### src/rtl/mpmc9_resp_line_gather.sv
// mpmc9_resp_line_gather
// Collects read-data strips from the memory interface into a line buffer and
// hands the finished line, with its channel tag, to the channel return logic.
//
// Parameters:
//   STRIP_W      width of one response strip
//   NSTRIPS_MAX  number of strip slots in the line buffer
//   IDLE_STATE   encoding of the controller IDLE state (matches mpmc9_pkg)
//
// Ports:
//   clk, rst        clock, synchronous active-high reset
//   state           controller state; IDLE while filling aborts the line
//   valid, data     read-data strip from the memory interface
//   num_strips      index of the final strip of the burst
//   strip_cnt       index of the current strip (before increment)
//   ch_i            channel tag of the outstanding read
//   line_o          assembled line, strip k at [k*STRIP_W +: STRIP_W]
//   line_ch_o       channel tag of line_o
//   line_vld_o      line available
//   line_rdy_i      consumer accepts the line
//   busy_o          gatherer is filling or holding a line
//   overflow_o      sticky error flag
//
// Optional feature: define MPMC9_RESP_GATHER_ERR_EN to build the sticky error
// detection behind overflow_o; otherwise overflow_o is tied low.
module mpmc9_resp_line_gather #(
  parameter int unsigned STRIP_W     = 128,
  parameter int unsigned NSTRIPS_MAX = 4,
  parameter logic [3:0]  IDLE_STATE  = 4'd0
) (
  input  logic                           clk,
  input  logic                           rst,
  input  logic [3:0]                     state,
  input  logic                           valid,
  input  logic [STRIP_W-1:0]             data,
  input  logic [5:0]                     num_strips,
  input  logic [5:0]                     strip_cnt,
  input  logic [3:0]                     ch_i,
  output logic [STRIP_W*NSTRIPS_MAX-1:0] line_o,
  output logic [3:0]                     line_ch_o,
  output logic                           line_vld_o,
  input  logic                           line_rdy_i,
  output logic                           busy_o,
  output logic                           overflow_o
);

  localparam int unsigned LINE_W = STRIP_W * NSTRIPS_MAX;

  typedef enum logic [1:0] {
    G_IDLE = 2'd0,
    G_FILL = 2'd1,
    G_HOLD = 2'd2
  } gstate_e;

  gstate_e             gs_q, gs_d;
  logic [LINE_W-1:0]   line_q, line_d;
  logic [3:0]          ch_q, ch_d;
  logic                vld_q, vld_d;
  logic                busy_q, busy_d;

  logic last_c;
  logic in_range_c;
  logic abort_c;
  logic handoff_c;
  logic first_c;
  logic wr_c;

  // Strip qualification shared by the FSM and the datapath
  assign last_c     = (strip_cnt == num_strips);
  assign in_range_c = (32'(strip_cnt) < NSTRIPS_MAX);
  assign abort_c    = (state == IDLE_STATE);
  assign handoff_c  = vld_q && line_rdy_i;
  // A new line starts from idle, or from hold when the old line leaves this cycle
  assign first_c    = valid && ((gs_q == G_IDLE) || ((gs_q == G_HOLD) && handoff_c));
  assign wr_c       = first_c || ((gs_q == G_FILL) && valid && !abort_c);

  // State register
  always_ff @(posedge clk) begin
    if (rst) begin
      gs_q <= G_IDLE;
    end else begin
      gs_q <= gs_d;
    end
  end

  // Next-state logic
  always_comb begin
    gs_d = gs_q;
    unique case (gs_q)
      G_IDLE: begin
        if (valid) gs_d = last_c ? G_HOLD : G_FILL;
      end
      G_FILL: begin
        if (abort_c)              gs_d = G_IDLE;
        else if (valid && last_c) gs_d = G_HOLD;
      end
      G_HOLD: begin
        if (handoff_c) begin
          if (valid) gs_d = last_c ? G_HOLD : G_FILL;
          else       gs_d = G_IDLE;
        end
      end
      default: gs_d = G_IDLE;
    endcase
  end

  // Output / datapath next values
  always_comb begin
    line_d = line_q;
    ch_d   = ch_q;
    if (first_c) begin
      line_d = '0;
      ch_d   = ch_i;
    end
    if (wr_c && in_range_c) begin
      for (int unsigned k = 0; k < NSTRIPS_MAX; k++) begin
        if (strip_cnt == 6'(k)) line_d[k*STRIP_W +: STRIP_W] = data;
      end
    end
    vld_d  = (gs_d == G_HOLD);
    busy_d = (gs_d != G_IDLE);
  end

  // Output registers
  always_ff @(posedge clk) begin
    if (rst) begin
      line_q <= '0;
      ch_q   <= 4'd0;
      vld_q  <= 1'b0;
      busy_q <= 1'b0;
    end else begin
      line_q <= line_d;
      ch_q   <= ch_d;
      vld_q  <= vld_d;
      busy_q <= busy_d;
    end
  end

`ifdef MPMC9_RESP_GATHER_ERR_EN
  logic drop_c;
  logic ovf_q, ovf_d;

  // Strip arriving while a line is held and not leaving is lost
  assign drop_c = (gs_q == G_HOLD) && valid && !handoff_c;

  always_comb begin
    ovf_d = ovf_q | drop_c | (valid && !in_range_c);
  end

  always_ff @(posedge clk) begin
    if (rst) ovf_q <= 1'b0;
    else     ovf_q <= ovf_d;
  end

  assign overflow_o = ovf_q;
`else
  assign overflow_o = 1'b0;
`endif

  assign line_o     = line_q;
  assign line_ch_o  = ch_q;
  assign line_vld_o = vld_q;
  assign busy_o     = busy_q;

endmodule

### config.mk
export PLATFORM = sky130hd
export DESIGN_NAME = mpmc9_resp_line_gather
export DESIGN_NICKNAME = d
export VERILOG_FILES = /design/src/rtl/mpmc9_resp_line_gather.sv
export SDC_FILE = /design/constraint.sdc
export NUM_CORES = 1
export LEC_CHECK = 0
export CAP_MARGIN = 10
export CORE_AREA = 2 2 258 260
export CTS_CLUSTER_SIZE = 25
export DETAILED_ROUTE_END_ITERATION = 6
export DIE_AREA = 0 0 260 262
export GPL_ROUTABILITY_DRIVEN = 0
export RECOVER_POWER = 50
export SYNTH_ARGS = -nofsm -noshare
export SYNTH_HDL_FRONTEND = slang
export SYNTH_SLANG_ARGS = --single-unit
### constraint.sdc
create_clock -name clk -period 2.4 [get_ports clk]
set_input_delay 0.72 -clock clk [delete_from_list [all_inputs] [get_ports clk]]
set_output_delay 0.72 -clock clk [all_outputs]
set_load 0.1 [all_outputs]
==> impl_metrics.json <==
{
  "outcome": "completed",
  "dr.pass1.iters": 5,
  "numCtsBuffers": 53,
  "startpoint": "state[3]",
  "finalCritPeriodShare_pct": 97.1,
  "worst-r2r-setup-slack_ns": 0.47,
  "cts_setup_buffers": 0,
  "finClkSkew_ns": 0.0122,
  "netlist.area_leader.share_pct": 62.3,
  "wl_met1_um": 26000,
  "hold-path-cell-count": 2,
  "rsz0062_at_grt": "false",
  "hold_end": "line_ch_o[2]$_SDFFE_PP0P_",
  "worstSkewPairLatency_ns": 0.59,
  "first_global_vias": 14552,
  "synthToLayoutAreaGrowth_pct": 48.4,
  "row_count": 94,
  "hold_viol_final": 0,
  "die_area_um2": 68100,
  "met3_length_um": 5490,
  "start_util_pct": 25.6,
  "finish.instance_area_um2": 24800,
  "syn_avg_cell_area_um2": 12.4,
  "drc": 0,
  "grt_overflow": 0,
  "fillCellCount": 6494,
  "setup_viol": 0,
  "dp_slack_ns": -0.649,
  "antenna_left": 0,
  "leakage_nw": 11.0,
  "ys_seq_area_share_pct": 62.3,
  "period_needed_ns": 2.33,
  "syn-cell-area_um2": 16700,
  "portBuffers": 669,
  "dr.max_layer_used": "met4",
  "cts_max_path_buffers": 3,
  "ys_types": 29,
  "r2r-start": "gs_q[1]$_SDFF_PP0_",
  "grt_usage_pct": 17.7,
  "clk_pin_slew_ns": 0.06,
  "worst_pin_slew_ns": 0.624,
  "ys_ff_latch": 520,
  "root_buffer": "clkbuf_16",
  "path_cells": "clkdlybuf4s50_1, or4_4, and3_4, a211oi_4, buf_4, buf_16, a22o_1",
  "rr_endpoint": "line_o[296]$_SDFF_PP0_",
  "hp-class": "reg -> reg",
  "crit_fanout": 39,
  "slew_headroom_pct": 58.6,
  "cp.arrival_ns": 2.86,
  "grt_max_degree": 46,
  "via_count": 14434,
  "diodes": 0,
  "synth.area.top_cells": "dfxtp_1 (62%), a22o_1 (27%), nor2b_1 (5.0%), buf_2 (2.4%), clkbuf_1 (0.72%)",
  "fmax_mhz": 429,
  "min_from": "line_ch_o[2]$_SDFFE_PP0P_",
  "p_per_area_nw_per_um2": 762,
  "placedInstanceArea_um2": 24100,
  "antenna_found_initial": 0,
  "worstPathRequired_ns": 2.93,
  "nNetsFinal": 2234,
  "layout-drive-gt1-share_pct": 35.4,
  "met2_length_um": 31100,
  "total_power_mw": 18.9,
  "ys_warn_count": 0,
  "drv_slew": 0,
  "crit_buf_inv": 3,
  "critPathTopFamily": "buffers and inverters",
  "drtIter0Drc": 1059,
  "h-tree-depth": 2,
  "pin_count": 671,
  "detail_route.wl_per_cell_um": 21.8,
  "die_x_um": 260,
  "cts_sinks": 520,
  "die_y_um": 262,
  "postSynthNetCount": 1499,
  "finalWirelength_um": 65300,
  "final_util_pct": 38.0,
  "coreArea_um2": 65300,
  "cts_tree": "yes",
  "grt_first_pass_wirelength_um": 92800,
  "worstRegToRegCells": 7,
  "critPathSlowestCell": "or4_4",
  "cp_slowest_stage_delay_ns": 0.53,
  "hpwl_um": 46700,
  "cp-start-kind": "input port",
  "synthCells": 1347,
  "fin_setup_tns_ns": 0,
  "cp-end-kind": "flop",
  "drv_cap": 0,
  "fin_ws_ns": 0.0691,
  "crit_type": "in -> reg",
  "via_per_inst": 4.83,
  "max-vdd-ir-drop_v": 0.000463,
  "synth_area_leader_cell": "dfxtp_1"
}
[layout make-up]
type	count	area, um^2	area share, %
sequential	520	10400	42.0
timing repair buffer	809	5740	23.2
inverter	1	3.75	0.0151
clock buffer	86	1650	6.67
clock inverter	14	191	0.772
tap	864	1080	4.36
multi-input combinational	697	5710	23.0
[metrics by stage]
stage                     hold slack, ns  instances
after floorplan                    0.506       1347
after global placement             0.447       2886
after detailed placement           0.454       2886
after CTS                          0.462       2986
after global routing               0.479       2991
final                              0.459       2991
[layer usage]
| metal | track usage [%] | vias up |
|---|---|---|
| li1 | - | 6551 |
| met3 | 5.20 | 145 |
| met4 | 7.66 | 0 |
| met2 | 29.8 | 701 |
| met1 | 21.0 | 7037 |
| met5 | 0 | - |
[registers in the layout (all words and copies together), names as in the netlist]
name	cells
line_vld_o	1
busy_o	1
line_ch_o	4
gs_q	2
line_o	512
[logic make-up (layout without fill, tap and decap cells)]
kind of cell,Yosys count,after routing,share of synthesized area [%]
AO/OA/AOI/OAI,527,527,27.6
XOR/XNOR,6,6,0.315
buffers and inverters,130,910,3.84
flip-flops,520,520,62.3
other,1,1,0.0225
AND/OR/NAND/NOR,163,163,5.92
[tightest hold or removal path, cell delays in order, from the launching register on]
cell and delay, ns:
dfxtp_1 0.31, nand2_1 0.05, a21oi_1 0.05
[worst max path at each step]
stage                              to  slack, ns  depth (start not counted)
6_report       line_o[296]$_SDFF_PP0_       0.07                          7
5_1_grt         line_o[43]$_SDFF_PP0_       0.03                          8
4_1_cts        line_o[355]$_SDFF_PP0_       0.01                          7
3_5_place_dp   line_o[230]$_SDFF_PP0_      -0.65                          7
3_3_place_gp   line_o[147]$_SDFF_PP0_      -0.60                          7
2_1_floorplan  line_o[429]$_SDFF_PP0_       0.09                          6
[Yosys cell counts (all sizes together)]
| cell type | instances |
|---|---|
| nand3 | 2 |
| a22o | 512 |
| clkbuf | 32 |
| nor4 | 2 |
| a21oi | 6 |
| and2 | 1 |
| o31ai | 1 |
| o21ai | 1 |
| xnor2 | 6 |
| conb | 1 |
| buf | 97 |
| a32oi | 1 |
| nor2b | 134 |
| dfxtp | 520 |
| nand4 | 1 |
| or4 | 2 |
| inv | 1 |
| nor2 | 5 |
| and3 | 3 |
| a211oi | 4 |
| nor3 | 2 |
| a21bo | 1 |
| nand2b | 1 |
| nand2 | 10 |
| o21a | 1 |
[layout by cell type (no fill, tap or decap), drive strengths merged]
cell type,netlist,final
a211oi,4,4
a21bo,1,1
a21oi,6,6
a22o,512,512
a32oi,1,1
and2,1,1
and3,3,3
buf,97,143
bufinv,0,4
clkbuf,32,602
clkdlybuf4s50,0,146
clkinv,0,5
clkinvlp,0,4
conb,1,1
dfxtp,520,520
dlygate4sd3,0,2
dlymetal6s2s,0,2
inv,1,2
nand2,10,10
nand2b,1,1
nand3,2,2
nand4,1,1
nor2,5,5
nor2b,134,134
nor3,2,2
nor4,2,2
o21a,1,1
o21ai,1,1
o31ai,1,1
or4,2,2
xnor2,6,6
[where the power goes]
group | internal [mW] | switching [mW]
registers | 8.67 | 0.0232
logic | 0.576 | 1.01
clock network | 5.14 | 3.48
total | 14.4 | 4.51
[timing repair]
action,in CTS,in global routing
resized for setup,1,16
pin swaps,0,2
hold buffers,0,0
cloned,0,5
setup endpoints to repair,5,151
hold endpoints to repair,0,0
(Power assumes the default switching activity.)
